<file path="config.mk">
export PLATFORM = sky130hd
export DESIGN_NAME = hazard_stall_ctrl
export DESIGN_NICKNAME = d
export VERILOG_FILES = /design/src/rtl/hazard_stall_ctrl.sv
export SDC_FILE = /design/constraint.sdc
export NUM_CORES = 1
export LEC_CHECK = 0
export ABC_CLOCK_PERIOD_IN_PS = 1700
export BUFFER_PORTS_ARGS = -buffer_cell sky130_fd_sc_hd__buf_4
export CAP_MARGIN = 20
export CORE_MARGIN = 5
export CORE_UTILIZATION = 35
export CTS_CLUSTER_SIZE = 30
export DETAILED_ROUTE_END_ITERATION = 7
export GPL_TIMING_DRIVEN = 0
export PLACE_DENSITY = 0.77
export SETUP_SLACK_MARGIN = 0.2
export SLEW_MARGIN = 0
export SYNTH_ARGS = -nofsm -noshare
export SYNTH_HDL_FRONTEND = slang
export SYNTH_SLANG_ARGS = --single-unit
</file>
<file path="constraint.sdc">
create_clock -name clk -period 1.7 [get_ports clk]
set_input_delay 0.17 -clock clk [delete_from_list [all_inputs] [get_ports clk]]
set_output_delay 0.17 -clock clk [all_outputs]
set_load 0.02 [all_outputs]
</file>
<file path="src/rtl/hazard_stall_ctrl.sv">
// Hazard and stall sequencer for the 5-stage core: load-use stalls, multi-cycle
// multiplier occupancy of EX and taken-branch flushes. Optional stall counter under HAZARD_PERF_EN.
module hazard_stall_ctrl #(
  parameter int MUL_LAT = 3
) (
  input  logic        clk,
  input  logic        rst,
  input  logic [4:0]  IFID_Rs1,
  input  logic [4:0]  IFID_Rs2,
  input  logic        IFID_UsesRs1,
  input  logic        IFID_UsesRs2,
  input  logic [4:0]  IDEX_Rd,
  input  logic        IDEX_MemRead,
  input  logic        IDEX_IsMul,
  input  logic        BranchTaken,
  output logic        PCWrite,
  output logic        IFID_Write,
  output logic        IDEX_Write,
  output logic        IFID_Flush,
  output logic        IDEX_Bubble,
  output logic        EXMEM_Bubble,
  output logic        MulBusy,
  output logic        MulDone,
  output logic [31:0] StallCycles
);

  localparam logic [0:0] IDLE = 1'b0;
  localparam logic [0:0] MUL  = 1'b1;
  localparam logic [3:0] LAT  = 4'(MUL_LAT);

  logic [0:0] state_q, state_d;
  logic [3:0] cnt_q, cnt_d;
  logic       mul_stall;
  logic       load_use;

  assign load_use = IDEX_MemRead && (IDEX_Rd != 5'd0) &&
                    ((IFID_UsesRs1 && (IDEX_Rd == IFID_Rs1)) ||
                     (IFID_UsesRs2 && (IDEX_Rd == IFID_Rs2)));

  always_comb begin
    // NOTE: every combinational output gets a default first so no path infers a latch.
    state_d      = state_q;
    cnt_d        = cnt_q;
    mul_stall    = 1'b0;
    PCWrite      = 1'b1;
    IFID_Write   = 1'b1;
    IDEX_Write   = 1'b1;
    IFID_Flush   = 1'b0;
    IDEX_Bubble  = 1'b0;
    EXMEM_Bubble = 1'b0;
    MulBusy      = 1'b0;
    MulDone      = 1'b0;

    if (!rst) begin
      case (state_q)
        IDLE: begin
          if (IDEX_IsMul) begin
            if (LAT > 4'd1) begin
              mul_stall = 1'b1;
              cnt_d     = 4'd2;
              state_d   = MUL;
            end else begin
              MulDone = 1'b1;
            end
          end
        end
        default: begin
          if (cnt_q < LAT) begin
            mul_stall = 1'b1;
            cnt_d     = cnt_q + 4'd1;
          end else begin
            MulDone = 1'b1;
            cnt_d   = 4'd0;
            state_d = IDLE;
          end
        end
      endcase

      if (mul_stall) begin
        PCWrite      = 1'b0;
        IFID_Write   = 1'b0;
        IDEX_Write   = 1'b0;
        EXMEM_Bubble = 1'b1;
        MulBusy      = 1'b1;
      end else if (BranchTaken) begin
        // Flush wins over load-use: the dependent instruction is squashed anyway.
        IFID_Flush  = 1'b1;
        IDEX_Bubble = 1'b1;
      end else if (load_use) begin
        PCWrite     = 1'b0;
        IFID_Write  = 1'b0;
        IDEX_Bubble = 1'b1;
      end
    end
  end

  always_ff @(posedge clk) begin
    // NOTE: sequential state uses non-blocking assignments so all registers update together.
    if (rst) begin
      state_q <= IDLE;
      cnt_q   <= 4'd0;
    end else begin
      state_q <= state_d;
      cnt_q   <= cnt_d;
    end
  end

`ifdef HAZARD_PERF_EN
  logic [31:0] stall_cnt_q;

  always_ff @(posedge clk) begin
    if (rst) begin
      stall_cnt_q <= 32'd0;
    end else if (!PCWrite && (stall_cnt_q != 32'hFFFF_FFFF)) begin
      stall_cnt_q <= stall_cnt_q + 32'd1;
    end
  end

  assign StallCycles = rst ? 32'd0 : stall_cnt_q;
`else
  assign StallCycles = 32'd0;
`endif

endmodule

</file>
==> results of run 1 <==
repair_timing:
item,4_1_cts,5_1_grt
hold endpoints to repair,0,0
pin swaps,6,3
setup buffers,6,0
resized for setup,19,6
setup endpoints to repair,7,8
cells in the final DEF, fill, tap and decap left out, types with 2 or more instances in the layout:
cell	instances
and2_1	2
buf_4	57
buf_6	11
clkbuf_1	2
clkbuf_4	4
conb_1	32
dfxtp_1	3
dfxtp_2	2
nand2_1	2
nor2_1	3
nor3_1	2
nor4_1	2
xnor2_1	2
xor2_1	8
flip-flops by register name (all words and copies together), names as in the netlist:
name / count
cnt_q: 4
state_q: 1
power by group:
| group | internal (mW) | switching (mW) | total (mW) |
|---|---|---|---|
| sequential | 0.125 | 0.00535 | 0.131 |
| clock | 0.0891 | 0.0536 | 0.143 |
| combinational | 0.161 | 0.164 | 0.324 |
final cells by class:
class | count | area, µm² | area share (%)
clock buffers | 4 | 26.3 | 2.21
inverters | 1 | 3.75 | 0.316
multi-input cells | 71 | 460 | 38.8
well taps | 25 | 31.3 | 2.63
plain buffers | 36 | 274 | 23.1
repair buffers | 34 | 289 | 24.3
flip-flops and latches | 5 | 103 | 8.64
worst paths after layout:
check	from	end	slack (ns)	cells after the start
worst min-delay path	IDEX_IsMul	cnt_q[0]	0.21	4
worst min register to register	cnt_q[0]	cnt_q[0]	0.48	2
worst max register to register	cnt_q[0]	cnt_q[1]	0.39	6
worst max-delay path	cnt_q[0]	IDEX_Bubble	0.003	6
routing by layer:
layer / part of all wire, % / wire length [µm] / vias up
li1: - / - / 343
met1: 32 / 611 / 285
met2: 56 / 1070 / 37
met3: 11 / 211 / 2
met4: 0.63 / 12 / 0
met5: 0 / 0 / -
kinds of logic (layout without fill, tap and decap cells):
family          after synthesis  count (layout)
compound gates                9               9
other cells                   1              32
simple gates                 19              19
flops                         5               5
buf+inv                      37              75
xor+xnor                     10              10
fa+ha+maj                     1               1
synth_stat cells (2+ instances only):
cell type	instances	area, µm²
nor4_1	2	12.5
and2_1	3	18.8
nor3_1	2	10.0
xor2_1	8	70.1
xnor2_1	2	17.5
buf_4	34	255
nor2_1	4	15.0
nand2_1	2	7.51
a211oi_1	2	15.0
a21oi_1	2	10.0
dfxtp_1	5	100
worst reg2reg max path: stages, from the launching register on:
cell	delay (ns)
dfxtp_2	0.33
ha_4	0.16
nor3_4	0.17
buf_4	0.17
buf_4	0.11
nand2_1	0.05
a211oi_1	0.22
==> flow_summary_export.csv, run 1 <==
group,metric,value,unit
setup_path,cpPeakStageDelay,0.33,ns
die,num_rows,15,
die,die_area,2840,µm²
setup_path,path_cells,"ha_4 -> nor3_4 -> a211oi_2 -> and2_4 -> o21bai_4 -> buf_6",
synth,synthMuxAreaShare,0,%
min_path,hp-class,"primary input to register",
die,core-area,1750,µm²
setup_path,worstPathArrival,1.53,ns
setup_path,crit_path_start_kind,"register",
global_routing,antenna_found_initial,0,
clocking,cts_tree,"yes",
synth,yosys.area_share.adder,1.91,%
route,drtPass1Iterations,2,
power,vdd_drop_max,0.387,mV
synth,ys_types,27,
route,vias,667,
die,die_height,53.3,µm
synth,yosys_warnings,0,
synth,synth_top_family_by_area,"buffers and inverters",
clocking,cts_hold_buffers,0,
sta,finalSetupViolCount,0,
global_routing,grt_pass1_vias,641,
setup_path,crit_fanout,3,
global_routing,use_met1,11.3,%
die,ios,62,
synth,synth_edf_count,0,
synth,synth-async-reset-ratio,0,%
sta,rsz0062_at_grt,"true",
sta,finalCriticalPeriod,1.70,ns
setup_path,cp_slowest_cell,"dfxtp_2",
clocking,cts-root-buf,"clkbuf_4",
route,vias_per_cell,3.79,
sta,finalWorstSetupSlack,0.00297,ns
finish,stdcell_count,176,
synth,syn_avg_cell_area,8.00,µm²
setup_path,endpoint_kind,"output port",
sta,relSlewSlack,65.8,%
global_routing,grt_overflow,0,
clocking,htree_levels,1,
synth,syn_inst,82,
setup_path,crit_buf_inv,1,
global_routing,grt_max_degree,10,
power,leakage,0.638,nW
placed_design,numPortBuffers,28,
synth,synthSimpleGateAreaFrac,17.2,%
setup_path,cp.required,1.53,ns
finish,n_fill_cell,142,
placed_design,preCtsSetupSlack,0.0523,ns
finish,fin_area,1190,µm²
placed_design,dp_hpwl,1480,µm
synth,synthXorXnorAreaFrac,13.4,%
clocking,clock_path_buffers,2,
global_routing,use_met2,29.2,%
placed_design,gp_congestion,0.827,
route,wl,1910,µm
sta,final.setup.tns,0,ns
finish,fin_util,68.0,%
global_routing,track_usage,14.2,%
sta,fin_crit_sh,99.8,%
synth,ys_ff_latch,5,
finish,nets,175,
run_status,status,"finished clean",
clocking,cts_buffers,3,
synth,yosysSeqAreaShare,15.3,%
finish,antennaDiodeCount,0,
route,ant_nets,0,
die,die_w,53.3,µm
synth,synth-compound-area-share,10.9,%
sta,clock_skew,0.00897,ns
sta,hold_slack,0.205,ns
setup_path,critPathTopFamily,"simple AND/OR/NAND/NOR gates",
placed_design,dp.cells,166,
clocking,clk_pin_slew,0.05,ns
sta,finalHoldViolations,0,
sta,worst_pin_slew,0.513,ns
run,cap_violations,0,
route,first_iter_violations,5,
synth,ys.flop_type,"dfxtp_1",
power,total_power,598,µW
route,drc,0,
clocking,cts.sinks,5,
route,wire_per_inst,10.8,µm
power,p_per_area,504,nW/µm²
global_routing,grt-busiest-layer,"met2",
global_routing,grt_pass1_wl,2770,µm
placed_design,place_area,1020,µm²
finish,area_growth,81.1,%
sta,max_freq,589,MHz
sta,slew_violations,0,
die,start_util,37.6,%
finish,layout-drive-gt1-share,57.6,%
global_routing,grt_use_met3,6.20,%
clocking,clkLatencyLatePin,0.25,ns
setup_path,critPathKind,"register to output port",
synth,synth_area,656,µm²
No activity file was read; power rests on OpenSTA's default activity.
==> inputs of run 2 (changes only) <==
--- a/config.mk
+++ b/config.mk
@@ -5,6 +5,7 @@
 export SDC_FILE = /design/constraint.sdc
 export NUM_CORES = 1
 export LEC_CHECK = 0
+export ABC_AREA = 1
 export ABC_CLOCK_PERIOD_IN_PS = 1700
 export BUFFER_PORTS_ARGS = -buffer_cell sky130_fd_sc_hd__buf_4
 export CAP_MARGIN = 20
@@ -13,7 +14,7 @@
 export CTS_CLUSTER_SIZE = 30
 export DETAILED_ROUTE_END_ITERATION = 7
 export GPL_TIMING_DRIVEN = 0
-export PLACE_DENSITY = 0.77
+export PLACE_DENSITY = 0.74
 export SETUP_SLACK_MARGIN = 0.2
 export SLEW_MARGIN = 0
 export SYNTH_ARGS = -nofsm -noshare
==> flow_summary_export.csv, run 2 <==
group,metric,value,unit
setup_path,crit_fanout,4,
power,vdd_drop_max,0.254,mV
die,start_util,37.1,%
finish,nets,227,
clocking,clock_path_buffers,2,
synth,syn_inst,133,
power,leakage,0.815,nW
finish,top_regs,"cnt_q (4), state_q (1)",
sta,rsz0062_at_grt,"true",
die,core-area,1980,µm²
clocking,cts.sinks,5,
sta,hold_slack,0.182,ns
route,wl,1920,µm
die,num_rows,16,
finish,largest_register_ffs,4,
synth,yosysSeqAreaShare,13.6,%
finish,final_cell_mix,"buf_4, nand2_1, conb_1",
clocking,clk_pin_slew,0.04,ns
finish,antennaDiodeCount,0,
clocking,htree_levels,1,
placed_design,dp.cells,220,
route,vias,845,
placed_design,gp_congestion,0.696,
run,cap_violations,0,
die,ios,62,
sta,finalWorstSetupSlack,0.00486,ns
placed_design,dp_hpwl,1570,µm
route,first_iter_violations,9,
synth,synth_largest_area_cell,"buf_4",
finish,final_common_cell,"buf_4",
sta,finalHoldViolations,0,
synth,ys.flop_type,"dfxtp_1",
global_routing,track_usage,12.5,%
synth,synth_area,734,µm²
setup_path,crit_buf_inv,3,
synth,yosys-top-cells-area,"buf_4, nand2_1, dfxtp_1",
clocking,cts_buffers,3,
clocking,cts_hold_buffers,0,
synth,ys_ff_latch,5,
setup_path,path_cells,"ha_2 -> nor2_1 -> nand2_1 -> nand2_2 -> nand2_4 -> buf_4 -> nor2_4 -> buf_6 -> buf_6",
placed_design,numPortBuffers,29,
synth,synth_top_area_share,34.8,%
finish,layout-drive-gt1-share,42.9,%
global_routing,grt_max_degree,7,
setup_path,worstPathArrival,1.53,ns
placed_design,preCtsSetupSlack,0.199,ns
route,ant_nets,0,
setup_path,crit_path_start_kind,"register",
sta,max_freq,590,MHz
route,drtPass1Iterations,4,
setup_path,cp.required,1.53,ns
route,vias_per_cell,3.67,
clocking,cts-root-buf,"clkbuf_4",
global_routing,grt_pass1_vias,834,
min_path,hp-class,"primary input to register",
setup_path,endpoint_kind,"output port",
sta,slew_violations,0,
synth,ys_types,14,
setup_path,critPathTopFamily,"simple AND/OR/NAND/NOR gates",
die,die_w,55.8,µm
finish,area_growth,68.7,%
global_routing,antenna_found_initial,0,
synth,synth_top_cells_by_count,"nand2_1, buf_4, inv_1",
global_routing,grt_overflow,0,
sta,clock_skew,0.00159,ns
synth,syn_avg_cell_area,5.52,µm²
power,p_per_area,465,nW/µm²
finish,stdcell_count,230,
synth,yosys_warnings,0,
setup_path,cp_slowest_cell,"dfxtp_2",
sta,fin_crit_sh,99.7,%
sta,final.setup.tns,0,ns
global_routing,grt_pass1_wl,3280,µm
synth,synth_most_common_cell,"nand2_1",
clocking,clkLatencyLatePin,0.23,ns
run_status,status,"finished clean",
die,die_area,3110,µm²
setup_path,cpPeakStageDelay,0.32,ns
route,drc,0,
die,die_height,55.8,µm
synth,synth-async-reset-ratio,0,%
sta,finalCriticalPeriod,1.70,ns
finish,regMostFlops,"cnt_q",
setup_path,cpMostUsedCell,"buf_6",
synth,synth_edf_count,0,
setup_path,critPathKind,"register to output port",
route,wire_per_inst,8.36,µm
sta,finalSetupViolCount,0,
clocking,cts_tree,"yes",
==> run 2: changes by cell type after synthesis, sizes merged, moves of 4 or more <==
cell / delta
inv: +23
nand3: +4
and2: -4
xor2: -8
nand2: +39
nor2: +14
==> run 2: what timing repair did <==
| action | 4_1_cts | 5_1_grt |
|---|---|---|
| setup endpoints to repair | 7 | 8 |
| setup buffers | 5 | 1 |
| resized for setup | 13 | 6 |
| pin swaps | 7 | 7 |
==> run 2: through the flow <==
step                area (µm²)  utilization (%)  power [mW]
global placement          1100             55.7       0.401
floorplan                  853                -       0.330
global route              1240             62.5       0.624
finish                    1240             62.5       0.576
CTS                       1210             61.0       0.569
detailed placement        1100             55.7       0.405
==> run 2: worst paths after layout <==
| path | startpoint | endpoint | slack [ns] | depth (start not counted) |
|---|---|---|---|---|
| hold / removal | rst | state_q | 0.18 | 2 |
| setup reg to reg | cnt_q[0] | state_q | 0.51 | 8 |
| setup / recovery | cnt_q[0] | MulBusy | 0.005 | 9 |
| hold reg to reg | cnt_q[2] | cnt_q[2] | 0.44 | 2 |
==> run 2: cell families (layout without fill, tap and decap cells) <==
kind of cell    after synthesis  count (layout)  synth area share [%]
flops                         5               5                  13.6
fa+ha+maj                     1               1                  1.70
simple gates                 63              63                  33.6
compound gates                5               5                  3.58
other cells                   1              32                 0.511
buf+inv                      58              97                  47.0
==> run 2: area by class of cell <==
type                    count  area [µm²]
fillers                   183         743
repair buffers             35         285
well taps                  27        33.8
plain buffers              34         259
multi-input cells         101         442
inverters                  24        90.1
flip-flops and latches      5         103
clock buffers               4        26.3
==> run 2: routing by layer <==
layer | vias up | global-route usage (%) | share of wire, %
met1 | 340 | 13.7 | 37
met2 | 39 | 22.8 | 53
met3 | 2 | 3.25 | 8.1
li1 | 464 | - | -
met4 | 0 | 4.41 | 1.1
met5 | - | 0 | 0
==> run 2: report_power, final <==
part           internal, mW  switching, mW
clock                0.0884         0.0427
combinational         0.148          0.166
sequential            0.126        0.00547
total                 0.362          0.214
